$ cat src/rtl/dp_ram_mailbox_pkg.sv
// Shared types and constants for the dual-port RAM mailbox sequencer.
package dp_ram_mailbox_pkg;

  typedef enum logic [3:0] {
    IDLE,
    POLL,
    READ_IN,
    DRAIN,
    START,
    WAIT_OP,
    WRITE_OUT,
    SET_FINISH,
    ACK_RD,
    ACK_CHK,
    CLEAR
  } mbox_state_t;

  localparam int STAT_BUSY = 0;
  localparam int STAT_DONE = 1;
  localparam int STAT_ERR  = 2;

  function automatic int max2(input int a, input int b);
    return (a > b) ? a : b;
  endfunction

endpackage

$ cat src/rtl/dp_ram_mailbox_timeout.sv
// WAIT_OP cycle counter; o_hit flags the final permitted cycle. TIMEOUT=0 ties it off.
module dp_ram_mailbox_timeout #(
  parameter int TIMEOUT = 0
) (
  input  logic CLK,
  input  logic RESET,
  input  logic i_clear,
  input  logic i_enable,
  output logic o_hit
);

  generate
    if (TIMEOUT == 0) begin : g_off
      logic w_unused;
      assign w_unused = ^{CLK, RESET, i_clear, i_enable};
      assign o_hit    = 1'b0;
    end else begin : g_on
      localparam int TW = (TIMEOUT > 1) ? $clog2(TIMEOUT) : 1;
      logic [TW-1:0] r_count;

      always_ff @(posedge CLK or negedge RESET) begin
        if (!RESET) begin
          r_count <= '0;
        end else if (i_clear) begin
          r_count <= '0;
        end else if (i_enable && !o_hit) begin
          r_count <= r_count + 1'b1;
        end
      end

      assign o_hit = (r_count == TW'(TIMEOUT - 1));
    end
  endgenerate

endmodule

$ cat src/rtl/dp_ram_mailbox_ctrl.sv
// Mailbox sequencer: polls the control word, fetches operands, runs the engine,
// writes results and status back, then waits for the host ack and clears control.
module dp_ram_mailbox_ctrl
  import dp_ram_mailbox_pkg::*;
#(
  parameter int DW          = 32,
  parameter int AW          = 4,
  parameter int N_IN        = 2,
  parameter int N_OUT       = 2,
  parameter int CTRL_ADDR   = 0,
  parameter int STATUS_ADDR = 1,
  parameter int IN_BASE     = 2,
  parameter int OUT_BASE    = IN_BASE + N_IN,
  parameter int START_BIT   = 0,
  parameter int ACK_BIT     = 9,
  parameter int TIMEOUT     = 0
) (
  input  logic                CLK,
  input  logic                RESET,
  output logic [AW-1:0]       ram_addr,
  output logic                ram_rd_en,
  output logic                ram_wr_en,
  output logic [DW-1:0]       ram_wdata,
  input  logic [DW-1:0]       ram_rdata,
  output logic                op_start,
  output logic [N_IN*DW-1:0]  op_operands,
  input  logic                op_done,
  input  logic [N_OUT*DW-1:0] op_result,
  output logic                busy,
  output logic                timeout_err
);

  localparam int NMAX = max2(N_IN, N_OUT);
  localparam int IW   = (NMAX > 1) ? $clog2(NMAX) : 1;

  mbox_state_t        r_state;
  mbox_state_t        w_next;
  logic               r_run;
  logic [IW-1:0]      r_idx;
  logic [IW-1:0]      r_rdIdx;
  logic               r_rdValid;
  logic [N_IN*DW-1:0] r_operands;
  logic [N_OUT*DW-1:0] r_result;
  logic               r_timeoutErr;
  logic               w_hit;
  logic               w_toClear;
  logic               w_toEnable;
  logic [AW-1:0]      w_addr;
  logic               w_rdEn;
  logic               w_wrEn;
  logic [DW-1:0]      w_wdata;
  logic               w_opStart;
  logic               w_busy;

  // r_run holds every strobe low until the first edge after reset releases.
  always_ff @(posedge CLK or negedge RESET) begin
    if (!RESET) begin
      r_state <= IDLE;
      r_run   <= 1'b0;
    end else begin
      r_state <= w_next;
      r_run   <= 1'b1;
    end
  end

  always_comb begin
    w_next    = r_state;
    w_addr    = '0;
    w_rdEn    = 1'b0;
    w_wrEn    = 1'b0;
    w_wdata   = '0;
    w_opStart = 1'b0;
    w_busy    = 1'b0;
    if (!r_run) begin
      w_next = IDLE;
    end else begin
      case (r_state)
        IDLE: begin
          w_rdEn = 1'b1;
          w_addr = AW'(CTRL_ADDR);
          w_next = POLL;
        end
        POLL: begin
          w_next = ram_rdata[START_BIT] ? READ_IN : IDLE;
        end
        READ_IN: begin
          w_busy = 1'b1;
          w_rdEn = 1'b1;
          w_addr = AW'(IN_BASE) + AW'(r_idx);
          if (r_idx == IW'(N_IN - 1)) w_next = DRAIN;
        end
        DRAIN: begin
          w_busy = 1'b1;
          w_next = START;
        end
        START: begin
          w_busy             = 1'b1;
          w_opStart          = 1'b1;
          w_wrEn             = 1'b1;
          w_addr             = AW'(STATUS_ADDR);
          w_wdata[STAT_BUSY] = 1'b1;
          w_next             = WAIT_OP;
        end
        WAIT_OP: begin
          w_busy = 1'b1;
          if (op_done)    w_next = WRITE_OUT;
          else if (w_hit) w_next = SET_FINISH;
        end
        WRITE_OUT: begin
          w_busy  = 1'b1;
          w_wrEn  = 1'b1;
          w_addr  = AW'(OUT_BASE) + AW'(r_idx);
          w_wdata = r_result[int'(r_idx)*DW +: DW];
          if (r_idx == IW'(N_OUT - 1)) w_next = SET_FINISH;
        end
        SET_FINISH: begin
          w_busy             = 1'b1;
          w_wrEn             = 1'b1;
          w_addr             = AW'(STATUS_ADDR);
          w_wdata[STAT_DONE] = 1'b1;
          w_wdata[STAT_ERR]  = r_timeoutErr;
          w_next             = ACK_RD;
        end
        ACK_RD: begin
          w_busy = 1'b1;
          w_rdEn = 1'b1;
          w_addr = AW'(CTRL_ADDR);
          w_next = ACK_CHK;
        end
        ACK_CHK: begin
          w_busy = 1'b1;
          w_next = ram_rdata[ACK_BIT] ? CLEAR : ACK_RD;
        end
        CLEAR: begin
          w_busy = 1'b1;
          w_wrEn = 1'b1;
          w_addr = AW'(CTRL_ADDR);
          w_next = IDLE;
        end
        default: w_next = IDLE;
      endcase
    end
  end

  // Read data trails the address by one cycle, so the slot index is delayed with it.
  always_ff @(posedge CLK or negedge RESET) begin
    if (!RESET) begin
      r_idx        <= '0;
      r_rdIdx      <= '0;
      r_rdValid    <= 1'b0;
      r_operands   <= '0;
      r_result     <= '0;
      r_timeoutErr <= 1'b0;
    end else begin
      r_rdValid <= (r_state == READ_IN);
      r_rdIdx   <= r_idx;
      if (r_rdValid) r_operands[int'(r_rdIdx)*DW +: DW] <= ram_rdata;
      case (r_state)
        POLL:               r_idx <= '0;
        READ_IN, WRITE_OUT: r_idx <= r_idx + 1'b1;
        START:              r_timeoutErr <= 1'b0;
        WAIT_OP: begin
          if (op_done) begin
            r_result <= op_result;
            r_idx    <= '0;
          end else if (w_hit) begin
            r_timeoutErr <= 1'b1;
          end
        end
        default: ;
      endcase
    end
  end

  assign w_toClear  = (r_state == START);
  assign w_toEnable = (r_state == WAIT_OP) && !op_done;

  dp_ram_mailbox_timeout #(
    .TIMEOUT(TIMEOUT)
  ) u_timeout (
    .CLK     (CLK),
    .RESET   (RESET),
    .i_clear (w_toClear),
    .i_enable(w_toEnable),
    .o_hit   (w_hit)
  );

  assign ram_addr    = w_addr;
  assign ram_rd_en   = w_rdEn;
  assign ram_wr_en   = w_wrEn;
  assign ram_wdata   = w_wdata;
  assign op_start    = w_opStart;
  assign busy        = w_busy;
  assign op_operands = r_operands;
  assign timeout_err = r_timeoutErr;

endmodule

$ cat config.mk
export PLATFORM = sky130hd
export DESIGN_NAME = dp_ram_mailbox_ctrl
export DESIGN_NICKNAME = d
export VERILOG_FILES = /design/src/rtl/dp_ram_mailbox_pkg.sv /design/src/rtl/dp_ram_mailbox_timeout.sv /design/src/rtl/dp_ram_mailbox_ctrl.sv
export SDC_FILE = /design/constraint.sdc
export NUM_CORES = 1
export LEC_CHECK = 0
export CAP_MARGIN = 20
export CORE_UTILIZATION = 50
export DETAILED_ROUTE_END_ITERATION = 8
export DONT_BUFFER_PORTS = 1
export PLACE_DENSITY = 0.74
export SLEW_MARGIN = 5
export SYNTH_ARGS = -nofsm -noshare
export SYNTH_HDL_FRONTEND = slang
export SYNTH_HIERARCHICAL = 1
export SYNTH_SLANG_ARGS = --single-unit
$ cat constraint.sdc
create_clock -name CLK -period 4.15 [get_ports CLK]
set_input_delay 0.83 -clock CLK [delete_from_list [all_inputs] [get_ports CLK]]
set_output_delay 0.83 -clock CLK [all_outputs]
set_load 0.02 [all_outputs]
After elaboration in Yosys (flattened, before gate mapping) --
Index checks and enable logic that the tools add are counted.
Operators by class: shifts and indexed selects 3, reductions and logical operators 10, muxes and demuxes 24, eq/ne operators 14, add/sub/neg operators 4
Operators by type and width (count):
- $bwmux W64 | 1
- $shift A32 B33 Y64 const A | 1
- $shiftx A32 B33 Y64 | 1
- $shiftx A64 B7 Y32 | 1
- $pmux W4 S10 | 1
- $neg A6 Y33 | 1
- $mux W32 | 1
- $mux W29 | 1
- $mux W4 | 5
- $eq A4 B3 Y1 const B | 4
- $eq A4 B4 Y1 const B | 3
- $pmux W4 S3 | 1
- $mux W1 | 9
- $ne A3 B3 Y1 const B | 3
- $reduce_or A9 Y1 | 1
- $eq A4 B2 Y1 const B | 2
- $add A3 B1 Y4 const A | 1
- $eq A4 B1 Y1 const B | 1
- $logic_not A4 Y1 | 1
- $mux W2 | 2
- $pmux W2 S2 | 1
- $reduce_and A2 Y1 | 2
- $reduce_or A2 Y1 | 2
- $reduce_or A4 Y1 | 1
- 8 further kinds | 8
Word-level totals: flip-flop bits (word level) 136, input bits 99, word-level logic and storage cells 62, output and inout bits 105

Depth between registers and ports, before layout --
depth in word-level cells 4, depth in mapped cells 5, mapped depth without buffers 4

Modules after synthesis --
Netlist, hierarchy kept.
Modules (own cells, without submodules):
- dp_ram_mailbox_ctrl | times used 1, cells an instance 417, seq. area each 3428.3 um^2, area an instance 6077.1 um^2
- dp_ram_mailbox_timeout | times used 1, cells an instance 2, seq. area each 0.0 um^2, area an instance 11.3 um^2

Worst setup path before layout --
Ideal clock, no wire load.
path type register to output, start point register r_state[2], end point output port ram_wdata[10], stages on the path, launching flop included 5, setup slack 1.937 ns, arrival 1.383 ns, buffers on the path 1, data required time 3.320 ns, cells stage by stage dfrtp_1 nor2b_1 nand4b_1 clkbuf_1 nor2_1
Between the ends: word-level cells in the longest chain between the ends 3
RTL lines:
- start, declared | line dp_ram_mailbox_ctrl.sv:36 | mbox_state_t r_state;
- start signal, assigned | line dp_ram_mailbox_ctrl.sv:61 | r_state <= w_next;
- $eq A4 B3 Y1 | line dp_ram_mailbox_ctrl.sv:77 | case (r_state)
- $mux W29 | line dp_ram_mailbox_ctrl.sv:77
- $mux W32 | line dp_ram_mailbox_ctrl.sv:74 | if (!r_run) begin
- end, declared | line dp_ram_mailbox_ctrl.sv:23 | output logic [DW-1:0] ram_wdata,
No other way between the ends.

Worst setup path in the final report --
start point register r_state[2], end point output port ram_wdata[0]
Between the ends: word-level cells in the longest chain between the ends 3, elaborated cells on any way between the ends 4, those cells by class eq/ne (2); mux (2)
RTL lines (line):
- $eq A4 B3 Y1 | dp_ram_mailbox_ctrl.sv:77
- $pmux W1 S2 * | dp_ram_mailbox_ctrl.sv:77
- $mux W32 * | dp_ram_mailbox_ctrl.sv:74
Every way passes the cells marked *; elsewhere a longest branch is shown, timed or not.

==> flow_summary.json <==
{
  "status": "complete, but fails checks",
  "failed_checks": "design-rule violations",
  "cts_buffers": 17,
  "via_per_inst": 5.72,
  "via_count": 3257,
  "critical_path_class": "reg -> out",
  "syn-num-nets": 517,
  "holdBufCountCts": 0,
  "port-buffer-count": 0,
  "fp.dieArea_um2": 12600,
  "fin_nets": 513,
  "dp.final_hpwl_um": 7740,
  "post-place-ws_ps": 872,
  "synth_cells": 418,
  "rsz0062_at_grt": "no",
  "final_cell_area_um2": 6720,
  "post_layout_nonfiller_instances": 569,
  "end_kind": "primary output",
  "postRouteAntennaNets": 0,
  "critPathRequiredTime_ps": 3320,
  "drt_iter0_drc": 231,
  "cts_resized": 0,
  "grt_pass1_wl_um": 18400,
  "n_antenna_cell": 0,
  "area_delta_synth_final_pct": 10.6,
  "cts.sinks": 137,
  "hold_class": "in -> async",
  "cp-endpoint": "ram_wdata[0]",
  "clk_pin_slew_ps": 60,
  "wirelength_um": 11400,
  "worstSkewPairLatency_ps": 410,
  "row_count": 39,
  "ir_worst_vdd_mv": 0.316,
  "io_pins": 204,
  "start_util_pct": 52.4,
  "fillers": 903,
  "fin_total_pwr_mw": 5.13,
  "whs_ps": 114,
  "synth_area_per_cell_um2": 14.6,
  "max_freq_ghz": 0.276,
  "leakage_nw": 3.14,
  "grt_max_degree": 138,
  "ys_warn_count": 6,
  "clockBufferDepth": 2,
  "fin_skew_ps": 8.19,
  "startpoint": "r_state[2]$_DFFE_PN0P_",
  "grt_pass1_vias": 3441,
  "fin_ws_ps": 521,
  "slew_violations": 0,
  "hold_viol_final": 0,
  "post_cts_buffers": 0,
  "syn-cell-area_um2": 6080,
  "cts_root_buffer": "clkbuf_16",
  "reg2reg_to": "r_result[63]$_DFFE_PN0P_",
  "htreeDepth": 4,
  "firstDrtPassIters": 6,
  "r2r_slack_ps": 1610,
  "start_kind": "flip-flop",
  "relSlewSlack_pct": 42.7,
  "coreArea_um2": 11600,
  "track_usage_pct": 19.1,
  "multiInputGateArea_um2": 2470,
  "tns_ps": 0,
  "die_h_um": 112,
  "finalCritPeriodShare_pct": 87.4,
  "wl_per_cell_um": 20.0,
  "drive_gt1_share_pct": 38.5,
  "tightest_slew_ps": 854,
  "placed_cells": 538,
  "crit_fanout": 20,
  "place.gp.congestion": 0.844,
  "cp.arrival_ps": 2800,
  "max_cap_violations": 0,
  "placed_area_um2": 6130,
  "drcViolationCount": 18,
  "finalCoreUtilization_pct": 57.9,
  "pwr_density_cell_nw_per_um2": 763,
  "r2r_cells": 5,
  "rr_startpoint": "r_state[3]$_DFFE_PN0P_",
  "grt_overflow_total": 0,
  "cts_tree": "yes",
  "antenna_found_initial": 0,
  "regArea_um2": 3430,
  "period_minus_slack_ps": 3630,
  "die_w_um": 112,
  "setup-violations-final": 0
}
-- sequential cells by signal, indices dropped and copies added (netlist names) --
name / cells
r_state: 4
r_rdIdx: 1
timeout_err: 1
r_rdValid: 1
r_idx: 1
op_operands: 64
r_run: 1
r_result: 64
-- where the power goes --
part           switching [mW]  internal [mW]
Clock                   0.527          0.957
Sequential              0.825           1.86
Combinational           0.304          0.654
-- how the worst min path moves through the flow --
stage	endpoint	from	slack, ps
floorplan	r_rdIdx$_DFF_PN0_	r_idx$_DFFE_PN0P_	390
global placement	r_result[1]$_DFFE_PN0P_	r_result[1]$_DFFE_PN0P_	490
detailed placement	r_result[12]$_DFFE_PN0P_	r_result[12]$_DFFE_PN0P_	500
CTS	op_operands[44]$_DFFE_PN0P_	RESET	90
global route	op_operands[48]$_DFFE_PN0P_	RESET	90
finish	op_operands[52]$_DFFE_PN0P_	RESET	110
-- cells in the final DEF (no fill, tap or decap), types with 3 or more instances in the layout --
| master | n |
|---|---|
| dfrtp_1 | 136 |
| mux2_2 | 66 |
| mux2_4 | 60 |
| nor2_1 | 36 |
| mux2i_1 | 33 |
| clkbuf_16 | 17 |
| a21oi_1 | 9 |
| clkbuf_8 | 5 |
| buf_4 | 5 |
| nand2b_1 | 3 |
| inv_1 | 3 |
| o21ai_0 | 3 |
| nor2b_1 | 3 |
| conb_1 | 3 |
| clkinv_2 | 3 |
-- area by class of cell --
class / instances / area share (%)
clock buffer: 24 / 7.46
sequential: 137 / 51.0
clock inverter: 7 / 1.34
multi-input combinational: 250 / 36.8
tap: 143 / 2.66
timing repair buffer: 5 / 0.558
inverter: 3 / 0.167
-- routing by layer --
metal	vias up	part of all wire, %	track usage (%)
li1	1452	-	-
met3	15	10	7.88
met5	-	0	0
met4	0	1.5	8.09
met1	1636	39	22.7
met2	154	49	30.6
-- worst max-delay path, stage by stage, from the launching register on --
cell and delay [ps]:
dfrtp_1 610, nor2b_1 280, nand4b_1 610, buf_4 470
o21bai_1 400
Note: power is estimated with default switching activity, not from simulation.
